[config.mk]
export PLATFORM = sky130hd
export DESIGN_NAME = beat_sequencer_flat
export DESIGN_NICKNAME = d
export VERILOG_FILES = /design/src/rtl/beat_sequencer_if.sv /design/src/rtl/beat_sequencer.sv /design/src/flat_wrapper.sv
export SDC_FILE = /design/constraint.sdc
export NUM_CORES = 1
export LEC_CHECK = 0
export ABC_AREA = 1
export ABC_CLOCK_PERIOD_IN_PS = 1400
export CAP_MARGIN = 20
export CORE_UTILIZATION = 38
export DETAILED_ROUTE_END_ITERATION = 16
export PLACE_DENSITY_LB_ADDON = 0.15
export SLEW_MARGIN = 0
export SYNTH_ARGS = -nofsm -noshare
export SYNTH_HDL_FRONTEND = slang
export SYNTH_SLANG_ARGS = --single-unit
[constraint.sdc]
create_clock -name T3 -period 1.4 [get_ports T3]
set_input_delay 0.28 -clock T3 [delete_from_list [all_inputs] [get_ports T3]]
set_output_delay 0.28 -clock T3 [all_outputs]
set_load 0.02 [all_outputs]
[src/rtl/beat_sequencer_if.sv]
// Decoder/console side of the beat sequencer: requests in, beat vector and status out.
// BEAT_CNT/INSTR_CNT carry data only when BEAT_SEQ_PERF_CNT_EN is defined.
interface beat_sequencer_if #(
  parameter int unsigned CNT_W = 16
);
  logic             QD;
  logic             STEP_MODE;
  logic             SHORT;
  logic             LONG;
  logic             STOP;
  logic [3:1]       W;
  logic             RUN;
  logic             INSTR_END;
  logic [CNT_W-1:0] BEAT_CNT;
  logic [CNT_W-1:0] INSTR_CNT;

  modport master (
    output QD, STEP_MODE, SHORT, LONG, STOP,
    input  W, RUN, INSTR_END, BEAT_CNT, INSTR_CNT
  );

  modport slave (
    input  QD, STEP_MODE, SHORT, LONG, STOP,
    output W, RUN, INSTR_END, BEAT_CNT, INSTR_CNT
  );
endinterface

[src/rtl/beat_sequencer.sv]
// One-hot beat generator W[3:1] with run/pause/single-step control driven by QD.
// Optional performance counters are enabled by defining BEAT_SEQ_PERF_CNT_EN.
module beat_sequencer #(
  parameter int unsigned SYNC_STAGES = 2,
  parameter int unsigned CNT_W       = 16
) (
  input logic            T3,
  input logic            CLR,
  beat_sequencer_if.slave bus
);

  typedef enum logic [2:0] {
    IDLE  = 3'd0,
    B1    = 3'd1,
    B2    = 3'd2,
    B3    = 3'd3,
    PAUSE = 3'd4
  } state_t;

  state_t                 r_state;
  state_t                 r_resume;
  logic [3:1]             r_w;
  logic                   r_run;
  logic [SYNC_STAGES-1:0] r_qd_sync;
  logic                   r_qd_dly;

  state_t                 w_next;
  state_t                 w_resume_next;
  state_t                 w_follow;
  logic                   w_qd_edge;
  logic                   w_last;
  logic [3:1]             w_w_next;

  always_ff @(posedge T3 or posedge CLR) begin
    if (CLR) begin
      r_qd_sync <= '0;
      r_qd_dly  <= 1'b0;
    end else begin
      r_qd_sync <= {r_qd_sync[SYNC_STAGES-2:0], bus.QD};
      r_qd_dly  <= r_qd_sync[SYNC_STAGES-1];
    end
  end

  assign w_qd_edge = r_qd_sync[SYNC_STAGES-1] & ~r_qd_dly;

  always_comb begin
    w_last = 1'b0;
    case (r_state)
      B1:      w_last = bus.SHORT;
      B2:      w_last = ~bus.LONG;
      B3:      w_last = 1'b1;
      default: w_last = 1'b0;
    endcase
  end

  assign bus.INSTR_END = w_last;

  // STOP outranks step mode; both park in PAUSE with the beat to resume at.
  always_comb begin
    w_next        = r_state;
    w_resume_next = r_resume;
    w_follow      = B1;
    if (!w_last)
      w_follow = (r_state == B1) ? B2 : B3;
    case (r_state)
      IDLE:  if (w_qd_edge) w_next = B1;
      B1, B2, B3: begin
        if (bus.STOP) begin
          w_next        = PAUSE;
          w_resume_next = w_follow;
        end else if (w_last && bus.STEP_MODE) begin
          w_next        = PAUSE;
          w_resume_next = B1;
        end else begin
          w_next = w_follow;
        end
      end
      PAUSE: if (w_qd_edge) w_next = r_resume;
      default: w_next = IDLE;
    endcase
  end

  always_comb begin
    w_w_next = '0;
    case (w_next)
      B1:      w_w_next = 3'b001;
      B2:      w_w_next = 3'b010;
      B3:      w_w_next = 3'b100;
      default: w_w_next = '0;
    endcase
  end

  always_ff @(posedge T3 or posedge CLR) begin
    if (CLR) begin
      r_state  <= IDLE;
      r_resume <= B1;
      r_w      <= '0;
      r_run    <= 1'b0;
    end else begin
      r_state  <= w_next;
      r_resume <= w_resume_next;
      r_w      <= w_w_next;
      r_run    <= |w_w_next;
    end
  end

  assign bus.W   = r_w;
  assign bus.RUN = r_run;

`ifdef BEAT_SEQ_PERF_CNT_EN
  logic [CNT_W-1:0] r_beat_cnt;
  logic [CNT_W-1:0] r_instr_cnt;

  always_ff @(posedge T3 or posedge CLR) begin
    if (CLR) begin
      r_beat_cnt  <= '0;
      r_instr_cnt <= '0;
    end else begin
      if (r_run)  r_beat_cnt  <= r_beat_cnt + CNT_W'(1);
      if (w_last) r_instr_cnt <= r_instr_cnt + CNT_W'(1);
    end
  end

  assign bus.BEAT_CNT  = r_beat_cnt;
  assign bus.INSTR_CNT = r_instr_cnt;
`else
  assign bus.BEAT_CNT  = {CNT_W{1'b0}};
  assign bus.INSTR_CNT = {CNT_W{1'b0}};
`endif

endmodule

[src/flat_wrapper.sv]
// flat-port wrapper written by rule: the top's interface ports become plain ports
module beat_sequencer_flat 
#(
  parameter int unsigned SYNC_STAGES = 2,
  parameter int unsigned CNT_W       = 16
)
  (T3, CLR, bus_QD, bus_STEP_MODE, bus_SHORT, bus_LONG, bus_STOP, bus_W, bus_RUN, bus_INSTR_END, bus_BEAT_CNT, bus_INSTR_CNT);
  beat_sequencer_if #(.CNT_W(CNT_W)) bus_i ();
  input logic T3;
  input logic CLR;
  input wire logic [$bits(bus_i.QD)-1:0] bus_QD;
  input wire logic [$bits(bus_i.STEP_MODE)-1:0] bus_STEP_MODE;
  input wire logic [$bits(bus_i.SHORT)-1:0] bus_SHORT;
  input wire logic [$bits(bus_i.LONG)-1:0] bus_LONG;
  input wire logic [$bits(bus_i.STOP)-1:0] bus_STOP;
  output wire logic [$bits(bus_i.W)-1:0] bus_W;
  output wire logic [$bits(bus_i.RUN)-1:0] bus_RUN;
  output wire logic [$bits(bus_i.INSTR_END)-1:0] bus_INSTR_END;
  output wire logic [$bits(bus_i.BEAT_CNT)-1:0] bus_BEAT_CNT;
  output wire logic [$bits(bus_i.INSTR_CNT)-1:0] bus_INSTR_CNT;
  assign bus_i.QD = bus_QD;
  assign bus_i.STEP_MODE = bus_STEP_MODE;
  assign bus_i.SHORT = bus_SHORT;
  assign bus_i.LONG = bus_LONG;
  assign bus_i.STOP = bus_STOP;
  assign bus_W = bus_i.W;
  assign bus_RUN = bus_i.RUN;
  assign bus_INSTR_END = bus_i.INSTR_END;
  assign bus_BEAT_CNT = bus_i.BEAT_CNT;
  assign bus_INSTR_CNT = bus_i.INSTR_CNT;
  beat_sequencer #(.SYNC_STAGES(SYNC_STAGES), .CNT_W(CNT_W)) u_core (.T3(T3), .CLR(CLR), .bus(bus_i));
endmodule
==> flow_summary.toml, run 1 <==
[power]
ir_worst_vdd_uv = 744
leakagePower_nw = 0.514
total_power_mw = 1.60
p_per_area_nw_per_um2 = 1770

[synthesis]
synth_most_common_cell = "buf_4"
ys.flop_type = "dfrtp_1"
synth-simple-area-share_pct = 20.3
yosys-top-cells-area = "dfrtp_1 35%, buf_4 30%, nand2_4 5.7%, dfstp_2 3.3%, inv_1 3.3%"
yosysSeqAreaShare_pct = 37.8
synth-adder-area-share_pct = 0
synthCells = 86
synthTopCellsByCount = "32 x buf_4, 11 x dfrtp_1, 7 x inv_1"
synth_top_area_share_pct = 34.5
synth_compound_area_share_pct = 7.06
synth_seq_cells = 12
synth_area_per_cell_um2 = 9.27
synth.distinct_cells = 22
synth_edf_count = 0
synthMuxAreaShare_pct = 0
synth_xor_area_share_pct = 0
synth_area_um2 = 797
synth_top_family_by_area = "buffers and inverters"
async_flop_share_pct = 100
synth_area_leader_cell = "dfrtp_1"
ys_warn_count = 0

[critical_path]
r2r_cells = 8
endpoint_kind = "output pin"
startpoint = "u_core.r_state[1]$_DFF_PP0_"
crit_type = "reg -> out"
r2r_end = "u_core.bus.W[2]$_DFF_PP0_"
critPathArrivalTime_ns = 1.07
start_kind = "flip-flop"
rrSetupSlack_ns = 0.15
crit_required_ns = 1.12
r2r-start = "u_core.r_state[0]$_DFF_PP0_"
crit_fanout = 3

[global_route]
grt_pass1_vias = 414
grt_pass1_wl_um = 1780
antenna_found_initial = 0
grt_remaining_overflow = 0
grtUsageTotal_pct = 12.2
grt_max_degree = 13

[cells_and_area]
drive_gt1_share_pct = 27.8
finalNonFillerCells = 135
n_antenna_cell = 0
syn2layout_area_growth_pct = 13.0
final_area_um2 = 901
multiInputGateArea_um2 = 340
fill_cells = 198
fin_util_pct = 45.9
seq_area_um2 = 302
nets = 116

[clock_network]
insertion_delay_ns = 0.28
holdBufCountCts = 0
clock_sinks = 12
cts_tree = "done"
cts_max_path_buffers = 2
clk_pin_slew_ns = 0.07
cts_root_buf = "clkbuf_4"
cts_max_level = 1
cts_buffers = 3

[route]
routed_wl_um = 1090
drtIter0Drc = 7
dr.pass1.iters = 4
final_antenna_net_count = 0
vias = 501
viasPerCell = 3.71
wl_per_cell_um = 8.09
post-route-drc-count = 0

[sta]
final.period_utilization_pct = 96.6
fin_tns_setup_ns = 0
finalClockSkew_ns = 0.00424
max_freq_mhz = 739
setup_slack_ns = 0.0477
grt_setup_unrepaired = "yes"
finalCriticalPeriod_ns = 1.35
holdWs_ns = 0.290
drv_slew = 0
setup_viol = 0
hold_viol_final = 0

[floorplan]
die_width_um = 47.8
rows = 16
die_h_um = 47.8
die-area_um2 = 2280
design.core.area_um2 = 1960
start_util_pct = 40.6
ios = 44

[worst_hold_path]
hp-class = "in -> async"

[placement]
place.gp.congestion = 0.762
dp_cells = 131
place_ws_ns = -0.470
dp.final_hpwl_um = 919
placed_area_um2 = 877
port_buffers = 11

[outcome]
outcome = "completed"

[flow_run]
maxCapViolCount = 0
==> registers in the layout, indices dropped and copies added (netlist names) <==
| register | flops |
|---|---|
| u_core.r_state | 3 |
| u_core.bus.W | 3 |
| u_core.bus.RUN | 1 |
| u_core.r_qd_dly | 1 |
| u_core.r_resume | 2 |
| u_core.r_qd_sync | 2 |
==> worst max path at each step <==
| stage | end | slack [ns] |
|---|---|---|
| floorplan | u_core.bus.RUN$_DFF_PP0_ | 0.24 |
| global placement | bus_INSTR_END | -0.47 |
| detailed placement | bus_INSTR_END | -0.47 |
| CTS | bus_INSTR_END | 0.02 |
| global route | bus_INSTR_END | -0.01 |
| finish | bus_INSTR_END | 0.05 |
==> critical path, stage by stage (launching register included) <==
cell and delay, ns:
dfrtp_1 0.41, inv_1 0.09, nand4_2 0.10, nand2_4 0.09, buf_6 0.11
==> layer usage <==
| metal | vias to the layer above | GRT usage [%] | routed length (um) | share of wire, % |
|---|---|---|---|---|
| met5 | - | 0 | 0 | 0 |
| met4 | 0 | 10.0 | 37 | 3.4 |
| met3 | 5 | 4.15 | 92 | 8.4 |
| met2 | 30 | 17.6 | 513 | 47 |
| met1 | 218 | 14.7 | 449 | 41 |
| li1 | 248 | - | - | - |
==> timing repair <==
action	in CTS	in global routing
endpoints found under the setup margin	5	1
setup buffers	0	0
endpoints found under the hold margin	0	0
gates resized for setup	10	2
==> kinds of logic after synthesis <==
family	count (synthesis)
compound gates	7
simple gates	25
flops	12
other cells	1
buf+inv	41
==> cell usage in the layout, fill, tap and decap left out, drive strengths merged, types with 4 or more instances in the layout <==
cell type,synthesis,layout
nor2,9,9
buf,32,9
clkdlybuf4s50,0,5
nand2,10,10
conb,1,32
dfrtp,11,11
clkbuf,0,4
dlygate4sd2,0,5
inv,9,9
==> cell type report <==
type	instances	share of cell area [%]
Inverter	9	3.75
Clock buffer	4	2.92
Tap cell	27	3.75
Timing Repair Buffer	19	18.3
Multi-Input combinational cell	64	37.8
Sequential cell	12	33.5
==> power by group <==
part | total (mW) | internal (mW) | switching (mW)
Combinational | 0.844 | 0.342 | 0.502
Clock | 0.222 | 0.111 | 0.111
Sequential | 0.531 | 0.470 | 0.0615
Power figures use the tool's default switching activity.
==> inputs of run 2 (changes only) <==
--- a/config.mk
+++ b/config.mk
@@ -7,7 +7,6 @@
 export LEC_CHECK = 0
 export ABC_AREA = 1
 export ABC_CLOCK_PERIOD_IN_PS = 1400
-export CAP_MARGIN = 20
 export CORE_UTILIZATION = 38
 export DETAILED_ROUTE_END_ITERATION = 16
 export PLACE_DENSITY_LB_ADDON = 0.15
==> results of run 2 <==
The final DEF is identical to that of run 1; final timing and power are the same.
